File: src/rtl/sram_req_arbiter.sv
// sram_req_arbiter: two-master (inst/data) arbiter onto one SRAM-like slave with in-order response routing
module sram_req_arbiter #(
  parameter int MAX_OUTST = 2
) (
  input  logic        clk,
  input  logic        resetn,
  input  logic        inst_req,
  input  logic        inst_wr,
  input  logic [1:0]  inst_size,
  input  logic [31:0] inst_addr,
  input  logic [31:0] inst_wdata,
  output logic        inst_addr_ok,
  output logic        inst_data_ok,
  output logic [31:0] inst_rdata,
  input  logic        data_req,
  input  logic        data_wr,
  input  logic [1:0]  data_size,
  input  logic [31:0] data_addr,
  input  logic [31:0] data_wdata,
  output logic        data_addr_ok,
  output logic        data_data_ok,
  output logic [31:0] data_rdata,
  output logic        sl_req,
  output logic        sl_wr,
  output logic [1:0]  sl_size,
  output logic [31:0] sl_addr,
  output logic [31:0] sl_wdata,
  input  logic        sl_addr_ok,
  input  logic        sl_data_ok,
  input  logic [31:0] sl_rdata
);
  localparam int PW = $clog2(MAX_OUTST);
  localparam int CW = PW + 1;
  typedef enum logic [1:0] {IDLE, HOLD_I, HOLD_D} state_t;
  state_t               state_q, state_d;
  logic [MAX_OUTST-1:0] tags_q, tags_d;
  logic [PW-1:0]        wptr_q, wptr_d, rptr_q, rptr_d;
  logic [CW-1:0]        cnt_q, cnt_d;
  logic                 full_q, full_d;
  logic                 err_underflow, err_underflow_d;
  logic                 grant_i, grant_d, accept, pop, head;
  // Grant: fixed data priority in IDLE, sticky in HOLD_x, nothing while full or in reset
  always_comb begin
    grant_i = resetn && !full_q && (state_q == HOLD_I ? inst_req : state_q == IDLE && inst_req && !data_req);
    grant_d = resetn && !full_q && (state_q == HOLD_D ? data_req : state_q == IDLE && data_req);
    accept = (grant_i || grant_d) && sl_addr_ok;
    head = tags_q[rptr_q];
    pop = sl_data_ok && cnt_q != '0;
  end
  // Slave-side mux and master-side handshake/response routing
  always_comb begin
    sl_req = grant_i || grant_d;
    sl_wr = grant_d ? data_wr : grant_i && inst_wr;
    sl_size = grant_d ? data_size : grant_i ? inst_size : 2'b0;
    sl_addr = grant_d ? data_addr : grant_i ? inst_addr : 32'h0;
    sl_wdata = grant_d ? data_wdata : grant_i ? inst_wdata : 32'h0;
    inst_addr_ok = grant_i && sl_addr_ok;
    data_addr_ok = grant_d && sl_addr_ok;
    inst_data_ok = pop && !head;
    data_data_ok = pop && head;
    inst_rdata = resetn ? sl_rdata : 32'h0;
    data_rdata = resetn ? sl_rdata : 32'h0;
  end
  // Next-state: FSM, tag FIFO pointers/occupancy and sticky underflow flag
  always_comb begin
    state_d = full_q ? state_q : (sl_req && !sl_addr_ok) ? (grant_d ? HOLD_D : HOLD_I) : IDLE;
    tags_d = tags_q;
    if (accept) tags_d[wptr_q] = grant_d;
    wptr_d = accept ? wptr_q + PW'(1) : wptr_q;
    rptr_d = pop ? rptr_q + PW'(1) : rptr_q;
    cnt_d = cnt_q + CW'(accept) - CW'(pop);
    full_d = cnt_d == CW'(MAX_OUTST);
    err_underflow_d = err_underflow || (sl_data_ok && cnt_q == '0);
  end
  // State registers with asynchronous active-low reset
  always_ff @(posedge clk or negedge resetn) begin
    if (!resetn) begin
      state_q <= IDLE;
      tags_q <= '0;
      wptr_q <= '0;
      rptr_q <= '0;
      cnt_q <= '0;
      full_q <= 1'b0;
      err_underflow <= 1'b0;
    end else begin
      state_q <= state_d;
      tags_q <= tags_d;
      wptr_q <= wptr_d;
      rptr_q <= rptr_d;
      cnt_q <= cnt_d;
      full_q <= full_d;
      err_underflow <= err_underflow_d;
    end
  end
endmodule

File: config.mk
export PLATFORM = sky130hd
export DESIGN_NAME = sram_req_arbiter
export DESIGN_NICKNAME = d
export VERILOG_FILES = /design/src/rtl/sram_req_arbiter.sv
export SDC_FILE = /design/constraint.sdc
export NUM_CORES = 1
export LEC_CHECK = 0
export CELL_PAD_IN_SITES_DETAIL_PLACEMENT = 1
export CELL_PAD_IN_SITES_GLOBAL_PLACEMENT = 1
export CORE_AREA = 2 2 120 122
export CTS_CLUSTER_SIZE = 16
export DETAILED_ROUTE_END_ITERATION = 8
export DIE_AREA = 0 0 122 124
export DONT_BUFFER_PORTS = 1
export PLACE_DENSITY_LB_ADDON = 0.1
export SYNTH_ARGS = -nofsm -noshare
export SYNTH_HDL_FRONTEND = slang
export SYNTH_SLANG_ARGS = --single-unit
File: constraint.sdc
create_clock -name clk -period 5.4 [get_ports clk]
set_input_delay 0.81 -clock clk [delete_from_list [all_inputs] [get_ports clk]]
set_output_delay 0.81 -clock clk [all_outputs]
set_load 0.02 [all_outputs]
Yosys cells after proc, flatten, opt, wreduce, memory -nomap -nowiden
Index checks and enable logic that the tools add are counted.

storage, ports and cells
  input port bits = 172
  logic and storage cells = 55
  register bits after elaboration = 9
  output and inout bits = 136

cells by class
  eq/ne operators = 3
  reductions and logical operators = 22
  magnitude comparators = 3
  multiplexer cells = 17
  $add $sub $neg = 4

operator list
  cell                   number
  $mux W32               5
  $logic_and A1 B1 Y1    15
  $mux W2                4
  $mux W1                6
  $eq A2 B2 Y1 const B   2
  $logic_not A1 Y1       4
  $lt A1 B2 Y1 const B   2
  $add A1 B1 Y1 const B  2
  $add A2 B1 Y2          1
  $bwmux W2              1
  $eq A2 B1 Y1 const B   1
  $logic_not A2 Y1       1
  $reduce_bool A2 Y1     1
  $sub A2 B1 Y2          1
  $demux W1 S1           1
  $ge A1 B1 Y1 const B   1
  $logic_or A1 B1 Y1     1

Logic depth before layout (Yosys ltp)
  word-level depth = 10
  gate-level depth with buffers = 7
  mapped depth without buffers = 7

Least setup slack after synthesis
OpenSTA, ideal clock, no wires.

  path type = input port to output port
  from = input data_req
  to = output sl_wdata[12]
  data required time = 4.590 ns
  arrival time = 1.790 ns
  path buffers = 1
  path slack = 2.800 ns
  stages = 4
  cells stage by stage = nor2b_1 -> nor3_4 -> clkbuf_1 -> a22o_1

on the way
  word-level cells in the longest chain between the ends = 6
  elaborated cells on any way between the ends = 9
  classes of those cells = mux: 4; reduce/logical: 5

RTL lines
  item                 line  source
  start, declared      15    input logic data_req,
  $logic_not A1 Y1     44    grant_i = resetn && !full_q && (state_q == HOLD_I ? inst_req : state_q == IDLE && inst_req && !data_req);
  $logic_and A1 B1 Y1  44
  $mux W1              44
  $logic_and A1 B1 Y1  44
  $mux W32             56    sl_wdata = grant_d ? data_wdata : grant_i ? inst_wdata : 32'h0;
  $mux W32 *           56
  end, declared        27    output logic [31:0] sl_wdata,

Every way passes the cells marked *; elsewhere a longest branch is shown, timed or not.

Worst setup path after layout
  from = input data_req
  to = output sl_addr[13]

on the way
  word-level cells in the longest chain between the ends = 6
  elaborated cells on any way between the ends = 9
  classes of those cells = mux: 4; reduce/logical: 5

RTL lines
  item                 line  source
  $logic_not A1 Y1     44
  $logic_and A1 B1 Y1  44
  $mux W1              44
  $logic_and A1 B1 Y1  44
  $mux W32             55    sl_addr = grant_d ? data_addr : grant_i ? inst_addr : 32'h0;
  $mux W32 *           55
  end, declared        26    output logic [31:0] sl_addr,

Marked as above.

==> impl_table.tex <==
\begin{tabular}{lr}
\hline
Metric & Value \\
\hline
\multicolumn{2}{l}{\textbf{Run status}} \\
Run status & complete, no violations \\
\multicolumn{2}{l}{\textbf{Timing}} \\
Setup violation total in the final timing report & 0 \\
Number of pins with negative max-slew slack in the final report & 0 \\
Share of the clock period used by the worst path & 0.631 \\
Post-route setup TNS & 0 ns \\
Shortest period the worst path allows & 3.40 ns \\
Final hold vios & 0 \\
Max\_slew headroom & 0.441 \\
Final Skew & 0.00549 ns \\
Unrepaired setup endpoints after global routing & false \\
Worst slack on hold paths & 0.269 ns \\
Highest Clock Rate & 294 MHz \\
Final WS setup & 2.00 ns \\
Slew at the pin closest to its max-slew limit & 0.836 ns \\
\multicolumn{2}{l}{\textbf{Worst setup path}} \\
Kind of critical path & input pin to primary output \\
Required time at the endpoint of the critical path & 4.59 ns \\
CP Launch Type & input pin \\
Arrival time of the worst setup path & 2.59 ns \\
Largest driver fanout on the critical path & 47 \\
Worst setup EP type & primary output \\
Max stage delay on crit path & 0.71 ns \\
Critical path cell sequence & nor2b\_1 -> nor3\_4 -> buf\_4 -> a22o\_1 \\
Slowest stage cell, crit path & nor3\_4 \\
\multicolumn{2}{l}{\textbf{Cells and area}} \\
Area of all placed cells without fillers & 1580 µm² \\
Layout cell share with drive strength beyond 1 & 0.0800 \\
Commonest non-fill, non-tap cell in the layout & a22o\_1 \\
Fill cell total of the finished layout & 1616 \\
Syn-to-layout area delta & 0.637\% \\
Nets & 324 \\
Area taken by multi-input logic gates & 1020 µm² \\
FF+latch area & 225 µm² \\
Top library cells by usage in the layout, fill and taps aside & a22o\_1 (69), and2\_1 (32), dfrtp\_1 (9), nor2\_1 (5) \\
Antenna Diode Count & 0 \\
\multicolumn{2}{l}{\textbf{Power and ir drop}} \\
Cell-internal power & 0.000314 W \\
Sw Share & 0.532 \\
Relative contribution of sequential cells to total power & 0.185 \\
Cell leakage power & 0.592 nW \\
Max VDD drop & 0.0948 mV \\
Net switching component of the power & 0.000357 W \\
Relative contribution of the clock network to total power & 0.196 \\
Combinational group share of total power & 0.619 \\
Power per cell area & 424 nW/µm² \\
Overall power after layout & 0.000671 W \\
\multicolumn{2}{l}{\textbf{Place}} \\
Global placer's final weighted congestion & 0.671 \\
Worst slack after detailed placement & 1.96 ns \\
Detail Placement HPWL & 6150 µm \\
Count of input and output buffers & 0 \\
Area after DPL & 1500 µm² \\
\multicolumn{2}{l}{\textbf{Floorplanning}} \\
Area enclosed by the die boundary & 15100 µm² \\
Total number of placement rows & 43 \\
Effective utilization at floorplan & 0.115 \\
\# IOs & 308 \\
Die outline width & 122 µm \\
Die height & 124 µm \\
Placeable Area & 13700 µm² \\
\multicolumn{2}{l}{\textbf{Routing}} \\
ANT nets after route & 0 \\
DRT iter0 DRCs & 31 \\
Post-Route WL & 7070 µm \\
Routed wire per std cell & 21.4 µm \\
DRC violation count after routing & 0 \\
Ratio of routed vias to standard cells & 4.32 \\
DR pass1 iterations & 4 \\
Total number of vias & 1426 \\
\multicolumn{2}{l}{\textbf{CTS}} \\
Number of H-tree branching levels & 1 \\
Library cell used as clock root buffer & clkbuf\_16 \\
Buffers inserted by post-CTS timing repair & 0 \\
Worst-skew pair later-pin latency & 0.24 ns \\
Clock input transition at the sequential cells of the worst setup and hold paths & 0.04 ns \\
Cts repair resizes & 0 \\
Clk sinks & 9 \\
Max Buffers Root-to-Sink & 2 \\
TritonCTS clock tree & built \\
Cts-stage hold buffer count & 0 \\
TritonCTS buffer count & 3 \\
\multicolumn{2}{l}{\textbf{Worst hold path}} \\
Class of the tightest hold or removal check & input pin to async pin \\
\multicolumn{2}{l}{\textbf{Synth}} \\
Number of synthesized register bits & 9 \\
Number of cells produced by synthesis & 192 \\
Post-synthesis instance area & 1570 µm² \\
Net Count, Synth & 365 \\
Sequential area share after synthesis & 0.143 \\
Count of yosys warnings during synthesis & 0 \\
Distinct cells, synth & 27 \\
Mean area per synthesized cell & 8.19 µm² \\
\multicolumn{2}{l}{\textbf{GRT}} \\
Remaining global-route overflow & 0 \\
Pin count of the biggest net entering global routing & 51 \\
Vias in the first global route & 1333 \\
Initial antenna violation count & 0 \\
GRT Total Usage & 0.0765 \\
Global-route wire length before repair & 8510 µm \\
\multicolumn{2}{l}{\textbf{Job}} \\
Max-capacitance violation count & 0 \\
\hline
\end{tabular}
==> final timing paths <==
check                           startpoint           to  slack [ns]  depth (start not counted)
worst max-delay path              data_req  sl_addr[13]        2.00                          4
worst min-delay path                resetn    tags_q[1]        0.27                          0
worst max register to register      full_q       full_q        3.23                          7
worst min register to register      rptr_q       rptr_q        0.50                          1
max in group asynchronous           resetn     cnt_q[1]        5.05                          0
min in group clk                    rptr_q       rptr_q        0.50                          1
==> worst max-delay path, delay by kind of cell <==
family / cells / cell delay [ns]
AOI/OAI and AO/OA: 1 / 0.37
buffers and inverters: 1 / 0.53
and+or+nand+nor: 2 / 0.85
==> cell type report <==
| cell class | count | area share |
|---|---|---|
| Timing Repair Buffer | 3 | 0.0142 |
| Clock inverter | 1 | 0.00316 |
| Tap cell | 180 | 0.142 |
| Sequential cell | 9 | 0.142 |
| Multi-Input combinational cell | 131 | 0.643 |
| Inverter | 3 | 0.00711 |
| Clock buffer | 3 | 0.0474 |
==> routing by layer <==
layer,vias to the layer above,global-route usage,wire length (µm)
met5,-,0,0
met4,0,0.00718,4
met3,2,0.0256,647
met2,154,0.143,3900
met1,674,0.0876,2510
li1,596,-,-
==> stage by stage <==
stage | utilization | cells
6_report | 0.115 | 330
3_5_place_dp | 0.110 | 326
5_1_grt | 0.115 | 330
2_1_floorplan | - | 192
3_3_place_gp | 0.110 | 326
4_1_cts | 0.115 | 330
==> registers in the layout (all words and copies together), names as in the netlist <==
| name | cells |
|---|---|
| state_q | 2 |
| rptr_q | 1 |
| wptr_q | 1 |
| cnt_q | 2 |
| full_q | 1 |
| tags_q | 2 |
==> kinds of logic after synthesis <==
kind of cell             Yosys count  synth area share
AO/OA/AOI/OAI                     75             0.411
flip-flops                         9             0.143
multiplexers                       1           0.00636
AND/OR/NAND/NOR                   50             0.197
adder cells (fa/ha/maj)            1           0.00795
buffers and inverters             52             0.212
XOR/XNOR                           4            0.0223
==> cell usage after synthesis <==
| library cell | instances | area share |
|---|---|---|
| nor3b_1 | 1 | 0.0048 |
| dfrtp_1 | 9 | 0.14 |
| buf_4 | 35 | 0.17 |
| ha_1 | 1 | 0.0080 |
| xnor2_1 | 3 | 0.017 |
| a21oi_1 | 2 | 0.0064 |
| nor3_4 | 1 | 0.010 |
| o22ai_1 | 1 | 0.0040 |
| and2_1 | 32 | 0.13 |
| nor4_1 | 1 | 0.0040 |
| nor2_1 | 5 | 0.012 |
| nand2b_1 | 1 | 0.0040 |
| nand2_1 | 1 | 0.0024 |
| a211oi_2 | 1 | 0.0080 |
| mux2i_1 | 1 | 0.0064 |
| nor2_2 | 1 | 0.0040 |
| xor2_1 | 1 | 0.0056 |
| clkbuf_1 | 8 | 0.019 |
| o21ai_1 | 1 | 0.0032 |
| nor3_1 | 2 | 0.0064 |
| inv_1 | 3 | 0.0072 |
| nand2b_2 | 2 | 0.011 |
| o21a_1 | 1 | 0.0048 |
| nand3_1 | 1 | 0.0032 |
| buf_2 | 6 | 0.019 |
| nor2b_1 | 2 | 0.0080 |
| a22o_1 | 69 | 0.38 |
==> power groups by stage <==
stage,Sequential [W],Clock [W],Combinational (W)
after CTS,0.000125,0.000136,0.000420
after floorplan,0.000118,0,0.000384
final,0.000124,0.000131,0.000415
after global routing,0.000128,0.000139,0.000448
after global placement,0.000124,0,0.000411
after detailed placement,0.000125,0,0.000417
Note: power is estimated with default switching activity, not from simulation.
